==> config.mk <==
export PLATFORM = sky130hd
export DESIGN_NAME = led_matrix_scroller
export DESIGN_NICKNAME = d
export VERILOG_FILES = /design/src/rtl/led_matrix_scroller.sv
export SDC_FILE = /design/constraint.sdc
export NUM_CORES = 1
export LEC_CHECK = 0
export CORE_MARGIN = 5
export CORE_UTILIZATION = 30
export DETAILED_ROUTE_END_ITERATION = 10
export PLACE_DENSITY = 0.53
export SLEW_MARGIN = 10
export SYNTH_ARGS = -nofsm -noshare
export SYNTH_HDL_FRONTEND = slang
export SYNTH_SLANG_ARGS = --single-unit
==> constraint.sdc <==
create_clock -name clk -period 2.28 [get_ports clk]
set_input_delay 0.57 -clock clk [delete_from_list [all_inputs] [get_ports clk]]
set_output_delay 0.57 -clock clk [all_outputs]
set_load 0.02 [all_outputs]
==> src/rtl/led_matrix_scroller.sv <==
// led_matrix_scroller: scrolling message viewer for a ROWS x COLS column-scanned LED matrix.
// The message lives in a writable MSG_COLS-deep column buffer. A COLS-wide window of it is
// scanned onto the panel. The window scrolls left or right with wrap-around once every
// SCROLL_FRAMES frames; it can also hold or blank.
// Optional build macro: LED_MATRIX_SCROLLER_BLINK_EN adds a blink input and the BLINK_FRAMES
// parameter. While blink is set, the row drive is gated off on alternate BLINK_FRAMES-frame periods.
module led_matrix_scroller #(
    parameter int ROWS          = 5,
    parameter int COLS          = 7,
    parameter int MSG_COLS      = 16,
    parameter int SCAN_DIV      = 1000,
    parameter int SCROLL_FRAMES = 50
`ifdef LED_MATRIX_SCROLLER_BLINK_EN
    ,
    parameter int BLINK_FRAMES  = 25
`endif
) (
    input  logic                        clk,
    input  logic                        rst_n,
    input  logic [1:0]                  mode,
    input  logic                        wr_en,
    input  logic [$clog2(MSG_COLS)-1:0] wr_addr,
    input  logic [ROWS-1:0]             wr_data,
`ifdef LED_MATRIX_SCROLLER_BLINK_EN
    input  logic                        blink,
`endif
    output logic [ROWS-1:0]             row,
    output logic [COLS-1:0]             col_sel,
    output logic                        frame_start,
    output logic [$clog2(MSG_COLS)-1:0] offset
);

    localparam int AW = $clog2(MSG_COLS);
    localparam int CW = (COLS > 1) ? $clog2(COLS) : 1;
    localparam int SW = $clog2(SCAN_DIV);
    localparam int FW = (SCROLL_FRAMES > 1) ? $clog2(SCROLL_FRAMES) : 1;

    localparam logic [SW-1:0] SCAN_LAST = SW'(SCAN_DIV - 1);
    localparam logic [CW-1:0] COL_LAST  = CW'(COLS - 1);
    localparam logic [FW-1:0] FRM_LAST  = FW'(SCROLL_FRAMES - 1);
    localparam logic [AW-1:0] MSG_LAST  = AW'(MSG_COLS - 1);
    localparam logic [AW:0]   MSG_SIZE  = (AW + 1)'(MSG_COLS);

    typedef enum logic [1:0] {
        M_HOLD  = 2'b00,
        M_LEFT  = 2'b01,
        M_RIGHT = 2'b10,
        M_BLANK = 2'b11
    } mode_t;

    logic [ROWS-1:0] mbuf [MSG_COLS];

    logic [SW-1:0]   scan_cnt;
    logic [CW-1:0]   col_idx;
    logic            started;     // set by the first terminal count; the display stays dark until then
    logic            col_upd;     // one cycle after col_idx has taken a new value
    logic [FW-1:0]   frame_cnt;
    logic [ROWS-1:0] row_hold;    // pattern latched when the column was entered

    logic            scan_term;
    logic            frame_wrap;
    logic            blank;
    logic            row_mask;
    logic [AW:0]     rsum;
    logic [AW-1:0]   raddr;
    logic            wr_ok;

    assign scan_term  = (scan_cnt == SCAN_LAST);
    assign frame_wrap = scan_term && started && (col_idx == COL_LAST);
    assign blank      = (mode_t'(mode) == M_BLANK);
    assign wr_ok      = wr_en && ({1'b0, wr_addr} < MSG_SIZE);

    // Buffer column for the active display column: add, then fold back once (no divider needed)
    always_comb begin
        rsum  = {1'b0, offset} + (AW + 1)'(col_idx);
        raddr = (rsum >= MSG_SIZE) ? AW'(rsum - MSG_SIZE) : rsum[AW-1:0];
    end

    // Message buffer: synchronous write, cleared by reset; out-of-range addresses are dropped
    always_ff @(posedge clk or negedge rst_n) begin
        if (!rst_n) begin
            for (int i = 0; i < MSG_COLS; i++) mbuf[i] <= '0;
        end else if (wr_ok) begin
            mbuf[wr_addr] <= wr_data;
        end
    end

    // Column prescaler and column index; the first terminal count arms the display at column 0
    always_ff @(posedge clk or negedge rst_n) begin
        if (!rst_n) begin
            scan_cnt <= '0;
            col_idx  <= '0;
            started  <= 1'b0;
            col_upd  <= 1'b0;
        end else begin
            col_upd <= scan_term;
            if (scan_term) begin
                scan_cnt <= '0;
                if (!started)                 started <= 1'b1;
                else if (col_idx == COL_LAST) col_idx <= '0;
                else                          col_idx <= col_idx + 1'b1;
            end else begin
                scan_cnt <= scan_cnt + 1'b1;
            end
        end
    end

    // Frame counter and scroll offset; offset moves only on the frame wrap so a frame is never mixed
    always_ff @(posedge clk or negedge rst_n) begin
        if (!rst_n) begin
            frame_cnt <= '0;
            offset    <= '0;
        end else if (frame_wrap) begin
            if (frame_cnt == FRM_LAST) begin
                frame_cnt <= '0;
                case (mode_t'(mode))
                    M_LEFT:  offset <= (offset == MSG_LAST) ? '0 : offset + 1'b1;
                    M_RIGHT: offset <= (offset == '0) ? MSG_LAST : offset - 1'b1;
                    default: offset <= offset;
                endcase
            end else begin
                frame_cnt <= frame_cnt + 1'b1;
            end
        end
    end

`ifdef LED_MATRIX_SCROLLER_BLINK_EN
    localparam int BW = (BLINK_FRAMES > 1) ? $clog2(BLINK_FRAMES) : 1;
    localparam logic [BW-1:0] BLINK_LAST = BW'(BLINK_FRAMES - 1);

    logic [BW-1:0] blink_cnt;
    logic          blink_phase;

    // Blink phase toggles every BLINK_FRAMES frames; it free-runs whether or not blink is requested
    always_ff @(posedge clk or negedge rst_n) begin
        if (!rst_n) begin
            blink_cnt   <= '0;
            blink_phase <= 1'b0;
        end else if (frame_wrap) begin
            if (blink_cnt == BLINK_LAST) begin
                blink_cnt   <= '0;
                blink_phase <= ~blink_phase;
            end else begin
                blink_cnt <= blink_cnt + 1'b1;
            end
        end
    end

    assign row_mask = blink && blink_phase;
`else
    assign row_mask = 1'b0;
`endif

    // Registered panel drive; row is sampled from the buffer only on column entry so a
    // mid-dwell write shows up at that column's next refresh, and blank gates both buses
    always_ff @(posedge clk or negedge rst_n) begin
        if (!rst_n) begin
            row         <= '0;
            col_sel     <= '0;
            frame_start <= 1'b0;
            row_hold    <= '0;
        end else begin
            frame_start <= col_upd && (col_idx == '0);
            if (col_upd) row_hold <= mbuf[raddr];
            if (started && !blank) begin
                col_sel <= COLS'(1) << col_idx;
                if (row_mask)     row <= '0;
                else if (col_upd) row <= mbuf[raddr];
                else              row <= row_hold;
            end else begin
                col_sel <= '0;
                row     <= '0;
            end
        end
    end

endmodule
==> results_dict.tcl <==
set metrics [dict create \
    syn_nets 469 \
    setup_violations 9 \
    drt-total-wl_um 13600 \
    place_ws_ns -0.1626 \
    crit_fanout 9 \
    critPathMaxStageDelay_ns 0.60 \
    final_common_cell "dfrtp_1" \
    layout_common_cells "dfrtp_1, mux2_2, buf_4, clkdlybuf4s50_1, nor2_1" \
    p_leak_nw 3.196 \
    rows 51 \
    cts_buffers 17 \
    grt_pass1_wl_um 22070 \
    cp_cell_sequence "ha_4 -> fa_2 -> buf_12 -> mux4_2 -> mux2i_2 -> buf_4 -> o211ai_1" \
    use_met3_pct 3.513 \
    pwr-share-seq_pct 43.6 \
    cts_tree "done" \
    drt_iter0_drc 157 \
    grt_setup_unrepaired "true" \
    power_switching_w 0.001440 \
    hpwl_um 9770 \
    num_vias 3824 \
    switching_share_pct 23.16 \
    synthDistinctLibCells 49 \
    start_util_pct 30.30 \
    grt_util_met2_pct 20.59 \
    vias_per_cell 4.798 \
    core-area_um2 19400 \
    violations "negative setup slack" \
    synth_flop_cell "dfrtp_1" \
    drive_above_1_share_pct 37.22 \
    h-tree-depth 4 \
    report.final.slew_viol_count 0 \
    tightest_slew_ns 0.6283 \
    worstPathRequired_ns 2.55 \
    dpl_cell_area_um2 6793 \
    grt_use_total_pct 12.94 \
    slew_headroom_pct 57.98 \
    worst_setup_path_end_kind "flip-flop" \
    die_h_um 150.0 \
    finClkSkew_ns 0.005083 \
    drc 0 \
    synth_seq_area_share_pct 52.37 \
    period_minus_slack_ns 2.400 \
    ys_ff_latch 123 \
    crit_type "reg -> reg" \
    avgSynthCellArea_um2 13.27 \
    post-route-cell-area_um2 7513 \
    fin_crit_sh_pct 105.3 \
    synth_edf_count 0 \
    antenna_found_initial 0 \
    finalHoldViolCount 0 \
    internal_power_w 0.004776 \
    cts-root-buf "clkbuf_16" \
    status "complete, but fails checks" \
    maxCapViolations 0 \
    netlist_instances 443 \
    finalPower_w 0.006216 \
    die-width_um 150.0 \
    pwr-share-clk_pct 44.1 \
    gp_routability_congestion 0.7951 \
    async_flop_share_pct 100.0 \
    syn_area_um2 5877 \
    area_delta_synth_final_pct 27.85 \
    dieArea_um2 22490 \
    gr-total-overflow 0 \
    detail-route-antenna-nets 0 \
    cts_sinks 123 \
    fin_tns_setup_ns -0.8359 \
    cp_slowest_cell "fa_2" \
    setup_ws_ns -0.1202 \
    grt_max_degree 61 \
    hp-class "in -> async" \
    drt-pass1-iter-count 4 \
    power_density_nw_per_um2 827.3 \
    fmax_mhz 416.6 \
    use_met1_pct 17.34 \
    antennaDiodeCount 0 \
    cp_data_arrival_time_ns 2.67 \
    yosys_warnings 0 \
    busiest_layer "met2" \
    ir_drop_uv 435.8 \
    clock_latency_ns 0.41 \
    routedWlPerCell_um 17.06 \
    p_comb_share_pct 12.3 \
    start_kind "flip-flop" \
    path_clk_slew_ns 0.05 \
    grt_pass1_vias 4045 \
    io_pins 31 \
    fin_nets 545 \
    port-buffer-count 30 \
    cts_buffer_depth 2 \
]
sequential cells by signal, summed over array words and instances, names as in the netlist:
register and flops:
col_upd 1, frame_cnt 6, row_hold 5, frame_start 1, row 5, scan_cnt 10
offset 4, col_sel 7, started 1, col_idx 3, mbuf 80
synthesized netlist by cell type (6+ instances only):
cell type / instances / area share, %
ha_1: 11 / 2.3
mux4_2: 16 / 6.1
nor2b_1: 7 / 0.75
nor4_1: 6 / 0.64
o21ai_0: 7 / 0.60
and3_1: 9 / 0.96
nand3_1: 16 / 1.4
nand2_1: 13 / 0.83
mux2_2: 81 / 16
or3_1: 7 / 0.75
inv_1: 10 / 0.64
nor2_1: 21 / 1.3
clkbuf_1: 13 / 0.83
a21oi_1: 7 / 0.60
dfrtp_1: 123 / 52
xor2_1: 6 / 0.89
mux2i_1: 17 / 2.9
nand2b_1: 6 / 0.64
nor3_1: 6 / 0.51
critical path: cells and delay by family (launching register included):
| kind | cells | cell delay [ns] |
|---|---|---|
| flops | 1 | 0.41 |
| buf+inv | 2 | 0.31 |
| fa+ha+maj | 2 | 0.78 |
| mux | 2 | 0.69 |
| compound gates | 1 | 0.08 |
cell type report:
cell class	instances	area, µm²
fillers	1890	11890
inverters	10	37.54
multi-input cells	290	2726
flip-flops and latches	123	3079
clock buffers	21	460.4
well taps	265	331.6
clock inverters	11	142.6
repair buffers	77	735.7
worst paths after layout:
check / startpoint / end / slack [ns] / cells after the start
max reg2reg: col_idx[0] / row[4] / -0.12 / 7
min reg2reg: scan_cnt[0] / scan_cnt[0] / 0.47 / 1
max: col_idx[0] / row[4] / -0.12 / 7
max in group asynchronous: rst_n / row_hold[4] / 1.59 / 2
min in group clk: scan_cnt[0] / scan_cnt[0] / 0.47 / 1
min: rst_n / scan_cnt[7] / 0.07 / 1
layer usage:
| layer | vias up | part of all wire [%] | routed length (µm) |
|---|---|---|---|
| li1 | 1787 | - | - |
| met1 | 1972 | 48 | 6534 |
| met2 | 54 | 48 | 6517 |
| met3 | 11 | 2.9 | 399 |
| met4 | 0 | 1.1 | 144 |
| met5 | - | 0 | 0 |
metrics by stage:
step	utilization (%)	instances	hold WS [ns]
2_1_floorplan	-	443	0.2744
3_3_place_gp	35.02	758	0.4626
3_5_place_dp	35.02	758	0.4634
4_1_cts	38.35	794	0.05961
5_1_grt	38.73	797	0.06991
6_report	38.73	797	0.06789
timing repair:
item / CTS / global route
pin swaps: 0 / 1
cloned: 0 / 0
gates resized for setup: 6 / 13
hold buffers: 0 / 0
endpoints found under the setup margin: 10 / 11
setup buffers: 4 / 3
power groups by stage:
stage	sequential [W]	combinational [W]	clock, W
6_report	0.00271	0.000766	0.00274
5_1_grt	0.00275	0.000844	0.00291
4_1_cts	0.00272	0.000747	0.00281
3_5_place_dp	0.00275	0.000736	0
3_3_place_gp	0.00273	0.000710	0
2_1_floorplan	0.00266	0.000534	0
cells by family after synthesis:
family | Yosys count | share of synthesized area, %
AO/OA/AOI/OAI | 37 | 4.322
AND/OR/NAND/NOR | 113 | 10.58
XOR/XNOR | 11 | 1.767
multiplexers | 117 | 25.89
adder cells (fa/ha/maj) | 12 | 2.683
flip-flops | 123 | 52.37
buffers and inverters | 30 | 2.385
(Power assumes the default switching activity.)
